<file path="src/rtl/fetch_pkg.sv">
// Shared types and default constants for the fetch stage.
package fetch_pkg;

  localparam int unsigned FetchXlen = 32;

  // Opcode steered to the LAA accelerator by decode
  localparam logic [6:0] CustomOpcDefault = 7'b0001011;

  localparam logic [FetchXlen-1:0] ResetPcDefault = 32'h0;

  typedef struct packed {
    logic [FetchXlen-1:0] pc;
    logic [31:0]          ins;
  } fetch_entry_t;

endpackage

</file>
<file path="src/rtl/fetch_queue.sv">
// Synchronous FIFO of fetched instructions; flush beats push and pop.
module fetch_queue
  import fetch_pkg::*;
#(
  parameter int unsigned Depth   = 4,
  parameter type         entry_t = fetch_entry_t
) (
  input  logic                  clk_i,
  input  logic                  rst_ni,
  input  logic                  flush_i,
  input  logic                  push_i,
  input  entry_t                push_data_i,
  input  logic                  pop_i,
  output logic                  valid_o,
  output entry_t                head_o,
  output logic [$clog2(Depth):0] count_o
);

  localparam int unsigned AddrW = $clog2(Depth);
  typedef logic [AddrW:0] cnt_t;

  entry_t           mem_q [Depth];
  logic [AddrW-1:0] wr_q, wr_d, rd_q, rd_d;
  cnt_t             cnt_q, cnt_d;
  logic             do_push, do_pop;

  assign do_push = push_i && !flush_i && (cnt_q != cnt_t'(Depth));
  assign do_pop  = pop_i && !flush_i && (cnt_q != '0);

  // Pointer and count next-state; flush empties the queue outright
  always_comb begin
    wr_d  = wr_q;
    rd_d  = rd_q;
    cnt_d = cnt_q;
    if (flush_i) begin
      wr_d  = '0;
      rd_d  = '0;
      cnt_d = '0;
    end else begin
      if (do_push) wr_d = wr_q + AddrW'(1);
      if (do_pop)  rd_d = rd_q + AddrW'(1);
      cnt_d = cnt_q + cnt_t'(do_push) - cnt_t'(do_pop);
    end
  end

  // Pointer and count registers
  always_ff @(posedge clk_i) begin
    if (!rst_ni) begin
      wr_q  <= '0;
      rd_q  <= '0;
      cnt_q <= '0;
    end else begin
      wr_q  <= wr_d;
      rd_q  <= rd_d;
      cnt_q <= cnt_d;
    end
  end

  // Entry storage; contents are only meaningful while counted
  always_ff @(posedge clk_i) begin
    if (do_push) mem_q[wr_q] <= push_data_i;
  end

  assign valid_o = (cnt_q != '0);
  assign head_o  = mem_q[rd_q];
  assign count_o = cnt_q;

endmodule

</file>
<file path="src/rtl/fetch_prefetch_queue.sv">
// Prefetching fetch stage: req/gnt/rvalid imem handshake, QDEPTH-entry queue,
// redirect with in-flight squashing, custom-opcode flagging.
// Optional PROG_PORT_EN adds the prog/prog_addr programming-mode ports.
module fetch_prefetch_queue
  import fetch_pkg::*;
#(
  parameter int unsigned     XLEN       = 32,
  parameter int unsigned     QDEPTH     = 4,
  parameter logic [XLEN-1:0] RESET_PC   = XLEN'(ResetPcDefault),
  parameter logic [6:0]      CUSTOM_OPC = CustomOpcDefault
`ifdef PROG_PORT_EN
  , parameter int unsigned   PROG_AW    = 10
`endif
) (
  input  logic               clk,
  input  logic               Rst_n,
  input  logic               redirect,
  input  logic [XLEN-1:0]    redirect_pc,
  output logic               imem_req,
  output logic [XLEN-1:0]    imem_addr,
  input  logic               imem_gnt,
  input  logic               imem_rvalid,
  input  logic [31:0]        imem_rdata,
  output logic               ins_valid,
  output logic [31:0]        ins,
  output logic [XLEN-1:0]    ins_pc,
  output logic               ins_custom,
  input  logic               ins_ready,
  input  logic               cust_busy,
`ifdef PROG_PORT_EN
  input  logic               prog,
  input  logic [PROG_AW-1:0] prog_addr,
`endif
  output logic               fetch_misalign
);

  localparam int unsigned CntW = $clog2(QDEPTH) + 1;
  typedef logic [CntW-1:0] cnt_t;
  typedef struct packed {
    logic [XLEN-1:0] pc;
    logic [31:0]     ins;
  } entry_t;

  logic            prog_w;
  logic [XLEN-1:0] pc_q, pc_d, rpc_q, rpc_d;
  cnt_t            out_q, out_d, drop_q, drop_d, occ;
  logic            misalign_q, misalign_d;
  logic            issue, fire, push, pop, flush, q_valid;
  logic [CntW:0]   inflight;
  entry_t          head, push_entry;

`ifdef PROG_PORT_EN
  assign prog_w    = prog;
  assign imem_addr = prog ? XLEN'({prog_addr, 2'b00}) : pc_q;
`else
  assign prog_w    = 1'b0;
  assign imem_addr = pc_q;
`endif

  // Queued plus in-flight can never exceed the queue, so a push never overflows
  assign inflight = {1'b0, occ} + {1'b0, out_q};
  assign issue    = !prog_w && !misalign_q && !redirect && (inflight < (CntW + 1)'(QDEPTH));
  assign fire     = issue && imem_gnt;
  assign imem_req = Rst_n && (prog_w || issue);

  assign flush      = redirect || prog_w;
  assign pop        = q_valid && ins_ready && !(ins_custom && cust_busy) && !redirect;
  assign push_entry = '{pc: rpc_q, ins: imem_rdata};

  // Next-state for outstanding/drop counters, fetch PC, response PC and misalign flag
  always_comb begin
    out_d      = out_q + cnt_t'(fire) - cnt_t'(imem_rvalid && (out_q != '0));
    drop_d     = drop_q;
    push       = 1'b0;
    pc_d       = pc_q;
    rpc_d      = rpc_q;
    misalign_d = misalign_q;
    // Everything still in flight after this cycle belongs to the discarded stream
    if (flush) begin
      drop_d = out_d;
    end else if (imem_rvalid) begin
      if (drop_q != '0) drop_d = drop_q - cnt_t'(1);
      else              push   = 1'b1;
    end
    if (fire) pc_d  = pc_q + XLEN'(4);
    if (push) rpc_d = rpc_q + XLEN'(4);
    if (redirect) begin
      pc_d       = redirect_pc;
      rpc_d      = redirect_pc;
      misalign_d = (redirect_pc[1:0] != 2'b00);
    end
    // Held at RESET_PC while programming so fetch restarts there when prog drops
    if (prog_w) begin
      pc_d  = RESET_PC;
      rpc_d = RESET_PC;
    end
  end

  // State registers
  always_ff @(posedge clk) begin
    if (!Rst_n) begin
      pc_q       <= RESET_PC;
      rpc_q      <= RESET_PC;
      out_q      <= '0;
      drop_q     <= '0;
      misalign_q <= 1'b0;
    end else begin
      pc_q       <= pc_d;
      rpc_q      <= rpc_d;
      out_q      <= out_d;
      drop_q     <= drop_d;
      misalign_q <= misalign_d;
    end
  end

  fetch_queue #(
    .Depth   (QDEPTH),
    .entry_t (entry_t)
  ) u_queue (
    .clk_i       (clk),
    .rst_ni      (Rst_n),
    .flush_i     (flush),
    .push_i      (push),
    .push_data_i (push_entry),
    .pop_i       (pop),
    .valid_o     (q_valid),
    .head_o      (head),
    .count_o     (occ)
  );

  assign ins_valid      = q_valid;
  assign ins            = q_valid ? head.ins : '0;
  assign ins_pc         = q_valid ? head.pc : '0;
  assign ins_custom     = q_valid && (head.ins[6:0] == CUSTOM_OPC);
  assign fetch_misalign = misalign_q;

  // A response with nothing outstanding means memory and fetch disagree
  assert property (@(posedge clk) disable iff (!Rst_n)
                   (imem_rvalid && !prog_w) |-> (out_q != '0));

endmodule
</file>
<file path="config.mk">
export PLATFORM = sky130hd
export DESIGN_NAME = fetch_prefetch_queue
export DESIGN_NICKNAME = d
export VERILOG_FILES = /design/src/rtl/fetch_pkg.sv /design/src/rtl/fetch_queue.sv /design/src/rtl/fetch_prefetch_queue.sv
export SDC_FILE = /design/constraint.sdc
export NUM_CORES = 1
export LEC_CHECK = 0
export ABC_AREA = 1
export CORE_ASPECT_RATIO = 1.25
export CORE_MARGIN = 3
export CORE_UTILIZATION = 35
export DETAILED_ROUTE_END_ITERATION = 12
export GPL_ROUTABILITY_DRIVEN = 0
export SETUP_SLACK_MARGIN = 0.3
export SYNTH_ARGS = -nofsm -noshare
export SYNTH_HDL_FRONTEND = slang
export SYNTH_SLANG_ARGS = --single-unit
</file>
<file path="constraint.sdc">
create_clock -name clk -period 12.9 [get_ports clk]
set_input_delay 2.58 -clock clk [delete_from_list [all_inputs] [get_ports clk]]
set_output_delay 2.58 -clock clk [all_outputs]
set_load 0.005 [all_outputs]
</file>
==> results.cfg, run 1 <==
[clock_network]
cts_hold_buffers = 0
clkLatencyLatePin_ns = 0.52
cts_buffers = 36
cts_num_sinks = 336
h-tree-depth = 2
clk_pin_slew_ns = 0.05
post_cts_buffers = 0
clock_tree.root_cell = clkbuf_16
cts_tree = yes
clk_path_buf_depth = 3
cts-resized-gates = 0

[global_route]
grt_usage = 0.175
grt_max_degree = 75
grt_pass1_vias = 11500
grt-ovfl-total = 0
grt_pass1_wl_um = 62400
antenna_found_initial = 0

[worst_setup_path]
cpMostUsedCell = clkdlybuf4s50_1
r2r_cells = 18
critPathLaunchType = primary input
path_cells = clkdlybuf4s50_1 -> buf_4 -> nor2_1 -> nand2_1 -> nor3_1 -> clkdlybuf4s50_1
path_class = in2out
worstPathRequired_ns = 10.32
critPathMaxStageDelay_ns = 0.53
crit_family = buffers and inverters
worst-path-stages = 6
end_kind = output pin
crit_buf_inv = 3
slowest_stage = clkdlybuf4s50_1
path_max_fanout = 44
worstPathArrival_ns = 4.17

[power_and_ir_drop]
clockPowerShare = 0.387
p_sw_frac = 0.246
switchingPower_uw = 622
power_frac_comb = 0.110
p_leak_uw = 0.00655
power.internal_uw = 1910
seq_power_share = 0.503
power_density_nw_per_um2 = 138
ir_worst_vdd_mv = 0.0644

[routing]
wl_per_cell_um = 17.2
ant_nets = 0
dr.pass1.iters = 5
vias = 11600
drt-total-wl_um = 40100
route.detailed.drc = 0
drt_iter0_markers = 701
vias_per_cell = 4.99

[logic_synthesis]
syn_area_sq_um = 15000
synth_common_cells = nor2_1 (330), nand2_1 (283), edfxtp_1 (256)
synth_top_area_share = 0.513
synthFlopType = edfxtp_1
async_reset_ff_frac = 0
ys_seq_area_frac = 0.620
synth_cell_types = 38
yosysTopAreaCell = edfxtp_1
synth_cells = 1589
syn_nets = 1676
yosysMostFrequentCell = nor2_1
synth_edf_count = 256
synth_warnings = 0
ys_ff_latch = 336
syn_area_per_cell_sq_um = 9.42
synth_area_leaders = edfxtp_1 (51%), dfxtp_1 (11%), nor2_1 (8.3%), nand2_1 (7.1%), o21ai_0 (4.5%)

[placed_design]
portBuffers = 170
dpl-instance-area_sq_um = 17200
place_hpwl_um = 25000
post-place-cells = 2261

[sta]
relSlewSlack = 0.297
rsz0062_at_grt = no
hold_violations = 0
slew_violations = 0
worst_slew_pin_slew_ns = 1.05
whs_ns = 0.450
period_share = 0.523
fin_tns_setup_ns = 0
finalSetupViolCount = 0
finClkSkew_ns = 0.0164
min_period_ns = 6.75
fmax_mhz = 148

[cells_and_area]
design_area_sq_um = 18300
area_growth_pct = 22.3
fin_cells = 2325
diodes = 0
filler_cell_count = 3936
drive_gt1_frac = 0.0572
fin_nets = 1827

[hold_path]
holdPathStages = 2
hold_class = reg2reg

[job]
maxCapViolations = 0

[run_status]
outcome = completed

[die]
core_sq_um = 42100
fp.dieW_um = 191
fp-row-count = 84
start_util = 0.355
die_area_sq_um = 45300
die_height_um = 237
boundaryPins = 171
[path summary, 6_finish.rpt]
path                                  start                             to  slack [ns]
hold reg to reg   imem_addr[0]$_SDFFE_PN0P_      imem_addr[0]$_SDFFE_PN0P_        0.45
hold / removal    imem_addr[0]$_SDFFE_PN0P_      imem_addr[0]$_SDFFE_PN0P_        0.45
setup / recovery                   redirect                       imem_req        6.15
setup reg to reg                       flop  u_queue.count_o[2]$_SDFF_PP0_        8.27
[metrics by stage]
step / util / total power [uW] / worst slack (ns)
after floorplan: - / 1440 / 6.61
after CTS: 0.435 / 2560 / 6.11
after global routing: 0.435 / 2650 / 5.81
after detailed placement: 0.408 / 1580 / 6.15
final: 0.435 / 2530 / 6.15
after global placement: 0.408 / 1570 / 6.13
[routing by layer]
layer | part of all wire | vias to the layer above | track usage
met2 | 0.49 | 342 | 0.299
met5 | 0 | - | 0
met4 | 0.034 | 0 | 0.0632
li1 | - | 5663 | -
met3 | 0.057 | 80 | 0.0316
met1 | 0.42 | 5508 | 0.221
[final cells by class]
cell class | instances | area, sq um | area share
Clock inverter | 17 | 145 | 0.00792
Tap cell | 559 | 699 | 0.0382
Multi-Input combinational cell | 1064 | 4960 | 0.271
Sequential cell | 336 | 9290 | 0.507
Inverter | 118 | 445 | 0.0243
Timing Repair Buffer | 184 | 1810 | 0.0986
Clock buffer | 47 | 963 | 0.0526
[power by group through the flow]
stage | combinational (uW) | sequential, uW | clock, uW
final | 279 | 1270 | 981
after global routing | 317 | 1280 | 1050
after CTS | 283 | 1270 | 1010
after detailed placement | 281 | 1300 | 0
after global placement | 276 | 1290 | 0
after floorplan | 158 | 1280 | 0
[tightest hold or removal path: stages (launching register included)]
cell and delay, ns:
dfxtp_1 0.32, nand2_1 0.06, nand2_1 0.04
[registers in the layout, summed over array words and instances (netlist names), named ones only]
| name | count |
|---|---|
| out_q | 3 |
| fetch_misalign | 1 |
| u_queue.count_o | 3 |
| rpc_q | 32 |
| imem_addr | 32 |
| drop_q | 3 |
| u_queue.mem_q | 256 |
| u_queue.rd_q | 2 |
| u_queue.wr_q | 2 |
[layout by cell type, fill, tap and decap left out, types with 4 or more instances in the layout]
master           count
buf_4               14
nor3_1              13
nand4_1             14
clkinv_1             4
inv_2                7
nor2_1             326
clkbuf_16           37
nand3b_1             4
o21ai_1             19
dfxtp_1             78
edfxtp_1           256
nor2_4               6
nor2_2               6
o21ai_0            134
ha_1                14
inv_1              108
xnor2_1              6
clkinv_2            10
nand2_2              7
clkbuf_1            10
a31oi_1             18
o211ai_1             7
o22ai_1              6
a21oi_1            108
nand2_1            283
xor2_1              18
clkdlybuf4s50_1    170
nand3_1             58
[cells by family (layout without fill, tap and decap cells)]
family          Yosys count  in the layout  share of synthesized area
fa+ha+maj                16             16                     0.0144
simple gates            726            726                      0.197
compound gates          298            298                      0.104
xor+xnor                 24             24                     0.0140
flops                   336            336                      0.620
buf+inv                 189            366                     0.0503
Power figures use the tool's default switching activity.
==> run 2, diff against run 1 <==
Clock period 12.9 ns to 6.95 ns, I/O delays scaled along.
==> run 2 against run 1 <==
Against the previous run:
- sequential share of layout area is essentially flat
- sequential power grew 87%
- cell count grew 0.26%
- worst hold slack lost 0.0021 ns
- register-to-register slack lost 5.5 ns
- clock skew grew 0.0033 ns
- cell area is essentially flat
- largest cell class unchanged
==> results.cfg, run 2 (synthesis gave the netlist of run 1 again) <==
[cells_and_area]
area_growth_pct = 22.4
layout_common_cells = nor2_1 (326), nand2_1 (283), edfxtp_1 (256)
top_register = u_queue.mem_q
fin_cells = 2331
fin_nets = 1831
filler_cell_count = 4043
register_area_sq_um = 9290
design_area_sq_um = 18300
diodes = 0
layout_commonest_cell = nor2_1
drive_gt1_frac = 0.0570
largest_register_ffs = 256
multiInputGateArea_sq_um = 4960

[power_and_ir_drop]
total_power_uw = 4690
p_leak_uw = 0.00656
power_density_nw_per_um2 = 256
ir_worst_vdd_mv = 0.127

[routing]
drt_iter0_markers = 741
drt-total-wl_um = 41600
route.detailed.drc = 0
wl_per_cell_um = 17.8
dr.pass1.iters = 5
vias_per_cell = 4.99
ant_nets = 0
vias = 11600

[clock_network]
clkLatencyLatePin_ns = 0.53
cts_buffers = 36
post_cts_buffers = 0
cts_num_sinks = 336
clk_pin_slew_ns = 0.06
clk_path_buf_depth = 3
cts_tree = yes
cts_hold_buffers = 0
h-tree-depth = 2
cts-resized-gates = 0
clock_tree.root_cell = clkbuf_16

[die]
fp-row-count = 84
die_height_um = 237
core_sq_um = 42100
die_area_sq_um = 45300
fp.dieW_um = 191
boundaryPins = 171
start_util = 0.355

[worst_setup_path]
critPathLaunchType = flop
r2r_setup_slack_ns = 2.78
rr_endpoint = u_queue.count_o[2]$_SDFF_PP0_
end_kind = output pin
worstPathArrival_ns = 3.67
path_class = reg2out
worstPathRequired_ns = 5.56
r2r_cells = 17
path_max_fanout = 91

[sta]
period_share = 0.728
fin_tns_setup_ns = 0
relSlewSlack = 0.245
worst_slew_pin_slew_ns = 1.13
finalSetupViolCount = 0
slew_violations = 0
min_period_ns = 5.06
hold_violations = 0
fmax_mhz = 198
finClkSkew_ns = 0.0197
rsz0062_at_grt = no

[placed_design]
post-place-cells = 2265
portBuffers = 170
place_hpwl_um = 26400
dpl-instance-area_sq_um = 17200

[run_status]
outcome = completed

[hold_path]
holdPathStages = 2
hold_class = reg2reg
holdPathEnd = imem_addr[0]$_SDFFE_PN0P_
hold_start = imem_addr[0]$_SDFFE_PN0P_

[job]
maxCapViolations = 0

[global_route]
grt-ovfl-total = 0
grt_usage = 0.179
antenna_found_initial = 0
grt_max_degree = 99
grt_pass1_vias = 11500
grt_pass1_wl_um = 63700
==> run 2: changes by cell type in the layout (fill, tap and decap cells not counted) <==
cell,change
clkinv_2,-4
clkinv_4,+1
bufinv_16,-1
buf_4,+4
clkinv_1,+6
==> run 2: worst max-delay path: stages, from the launching register on <==
cell             delay, ns
dfxtp_4               0.58
clkinv_2              0.95
nand2_1               0.28
nand3_1               0.09
nand2_1               0.12
nand2_1               0.08
nor4_1                0.41
clkdlybuf4s50_1       0.58
==> run 2: cell type report <==
| type | count | share of cell area |
|---|---|---|
| clock buffer | 47 | 0.0526 |
| clock inverter | 19 | 0.00690 |
| inverter | 118 | 0.0243 |
| multi-input combinational | 1064 | 0.271 |
| sequential | 336 | 0.507 |
| tap | 559 | 0.0382 |
| timing repair buffer | 188 | 0.100 |
==> run 2: worst max-delay path by stage <==
stage,start,to
CTS,flop,ins_custom
detailed placement,flop,ins_custom
global route,flop,ins_custom
global placement,flop,ins_custom
floorplan,imem_rvalid,u_queue.mem_q[0][0]$_DFFE_PP_
finish,flop,ins_custom
==> run 2: through the flow <==
step | hold WS [ns] | setup WS [ns] | util
6_report | 0.448 | 1.89 | 0.435
5_1_grt | 0.458 | 1.55 | 0.435
4_1_cts | 0.449 | 1.79 | 0.435
3_5_place_dp | 0.437 | 2.36 | 0.409
3_3_place_gp | 0.433 | 2.40 | 0.409
2_1_floorplan | 0.443 | 1.85 | -
==> run 2: metal layers <==
metal	vias up	routed length, um	GRT usage
met1	5552	17600	0.230
li1	5662	-	-
met2	351	20100	0.308
met4	0	1300	0.0596
met5	-	0	0
met3	78	2570	0.0304
==> run 2: where the power goes <==
part           switching [uW]  internal (uW)  leakage (uW)
combinational             307            217       0.00303
clock                     776           1020      0.000529
sequential               90.4           2280       0.00300
total                    1170           3510       0.00656
==> run 3, diff against run 2 <==
Clock period 6.95 ns to 4.25 ns, I/O delays scaled along.
==> run 3 against run 2 <==
Against the previous run:
- cell area rose by 0.83%
- highest routed layer unchanged
- worst hold slack worse by 0.0012 ns
- non-clock buffer count grew 7
- largest power group unchanged
- sequential power grew 63%
==> results.cfg, run 3 (synthesis gave the netlist of run 1 again) <==
[sta]
min_period_ns = 3.69
finalSetupViolCount = 0
fin_tns_setup_ns = 0
worst_slew_pin_slew_ns = 0.730
hold_violations = 0
rsz0062_at_grt = no
finClkSkew_ns = 0.0140
relSlewSlack = 0.512
fmax_mhz = 271
slew_violations = 0
whs_ns = 0.447
period_share = 0.868

[global_route]
grt_usage = 0.176
grt-ovfl-total = 0
grt_pass1_wl_um = 62800
antenna_found_initial = 0
grt_pass1_vias = 11200
grt_max_degree = 129

[worst_setup_path]
path_max_fanout = 50
worstPathArrival_ns = 2.84
r2r_cells = 17
end_kind = output pin
worstPathRequired_ns = 3.40
rr_endpoint = u_queue.count_o[2]$_SDFF_PP0_
r2r_setup_slack_ns = 1.10
path_class = reg2out
critPathLaunchType = flop

[power_and_ir_drop]
power_frac_comb = 0.110
seq_power_share = 0.494
p_leak_uw = 0.00665
ir_worst_vdd_mv = 0.214
power_density_nw_per_um2 = 424
clockPowerShare = 0.397
total_power_uw = 7830
power.internal_uw = 5920
switchingPower_uw = 1910
p_sw_frac = 0.244

[hold_path]
holdPathStages = 2
hold_start = imem_addr[0]$_SDFFE_PN0P_
holdPathEnd = imem_addr[0]$_SDFFE_PN0P_
hold_class = reg2reg

[die]
core_sq_um = 42100
boundaryPins = 171
fp.dieW_um = 191
die_area_sq_um = 45300
fp-row-count = 84
die_height_um = 237
start_util = 0.355

[placed_design]
place_hpwl_um = 26600
portBuffers = 170
post-place-cells = 2272

[job]
maxCapViolations = 0

[cells_and_area]
filler_cell_count = 4007
diodes = 0
area_growth_pct = 23.4
layout_common_cells = nor2_1 (326), nand2_1 (283), edfxtp_1 (256)
fin_nets = 1838
top_register = u_queue.mem_q
drive_gt1_frac = 0.0646
layout_commonest_cell = nor2_1
fin_cells = 2338
largest_register_ffs = 256

[routing]
drt-total-wl_um = 40700
vias = 11700
wl_met1_um = 17300
top_layer = met4
dr_wl_met3_um = 2400
route.met2.wl_um = 19900
ant_nets = 0
dr.pass1.iters = 7
vias_per_cell = 5.01
drt_iter0_markers = 814
route.detailed.drc = 0
wl_per_cell_um = 17.4

[clock_network]
cts_num_sinks = 336
post_cts_buffers = 0
h-tree-depth = 2
clk_path_buf_depth = 3
clock_tree.root_cell = clkbuf_16
clk_pin_slew_ns = 0.06
cts_tree = yes
cts_buffers = 36
clkLatencyLatePin_ns = 0.52

[run_status]
outcome = completed
## run 3: cell count changes in the layout (fill, tap and decap cells not counted), sizes merged
cell and change:
buf +7, bufinv +2, clkbuf -3, clkinv -1
clkinvlp -1, inv +3
## run 3: final cells by class
cell class | count | area (sq um) | area share
Tap cell | 559 | 699 | 0.0379
Timing Repair Buffer | 195 | 1900 | 0.103
Multi-Input combinational cell | 1064 | 4960 | 0.268
Inverter | 118 | 445 | 0.0241
Clock buffer | 44 | 982 | 0.0532
Clock inverter | 22 | 194 | 0.0105
Sequential cell | 336 | 9290 | 0.503
## run 3: critical path, stage by stage, from the launching register on
cell	delay [ns]
dfxtp_4	0.36
inv_4	0.35
buf_4	0.50
o21ai_0	0.16
a21oi_1	0.31
clkdlybuf4s50_1	0.56
## run 3: power by group through the flow
stage	registers [uW]	clock network (uW)	logic [uW]
after global placement	3930	0	846
final	3870	3110	858
after detailed placement	3930	0	864
after floorplan	3890	0	478
after CTS	3860	3190	869
after global routing	3890	3320	966
## run 3: how the worst max path moves through the flow
| stage | startpoint | endpoint | slack, ns |
|---|---|---|---|
| 4_1_cts | flop | ins_pc[15] | 0.39 |
| 3_5_place_dp | redirect | drop_q[2]$_SDFFE_PN0P_ | 0.60 |
| 5_1_grt | flop | ins_pc[15] | 0.38 |
| 6_report | flop | ins_pc[15] | 0.56 |
| 3_3_place_gp | redirect | drop_q[2]$_SDFFE_PN0P_ | 0.67 |
| 2_1_floorplan | imem_rvalid | u_queue.mem_q[0][0]$_DFFE_PP_ | -0.31 |
## run 3: what timing repair did
action / CTS / global route
gates resized for setup: 0 / 1
hold endpoints to repair: 0 / 0
setup endpoints to repair: 0 / 5
hold buffers: 0 / 0
## run 3: per-layer routing
layer  up-vias  GRT usage
li1       5693          -
met5         -          0
met2       359      0.302
met3        71     0.0313
met4         0     0.0567
met1      5582      0.226
## run 3: per-stage QoR
stage | instance area [sq um] | util | setup WS (ns)
3_5_place_dp | 17300 | 0.410 | 0.595
2_1_floorplan | 15000 | - | -0.309
3_3_place_gp | 17300 | 0.410 | 0.672
4_1_cts | 18500 | 0.438 | 0.388
6_report | 18500 | 0.438 | 0.561
5_1_grt | 18500 | 0.438 | 0.378
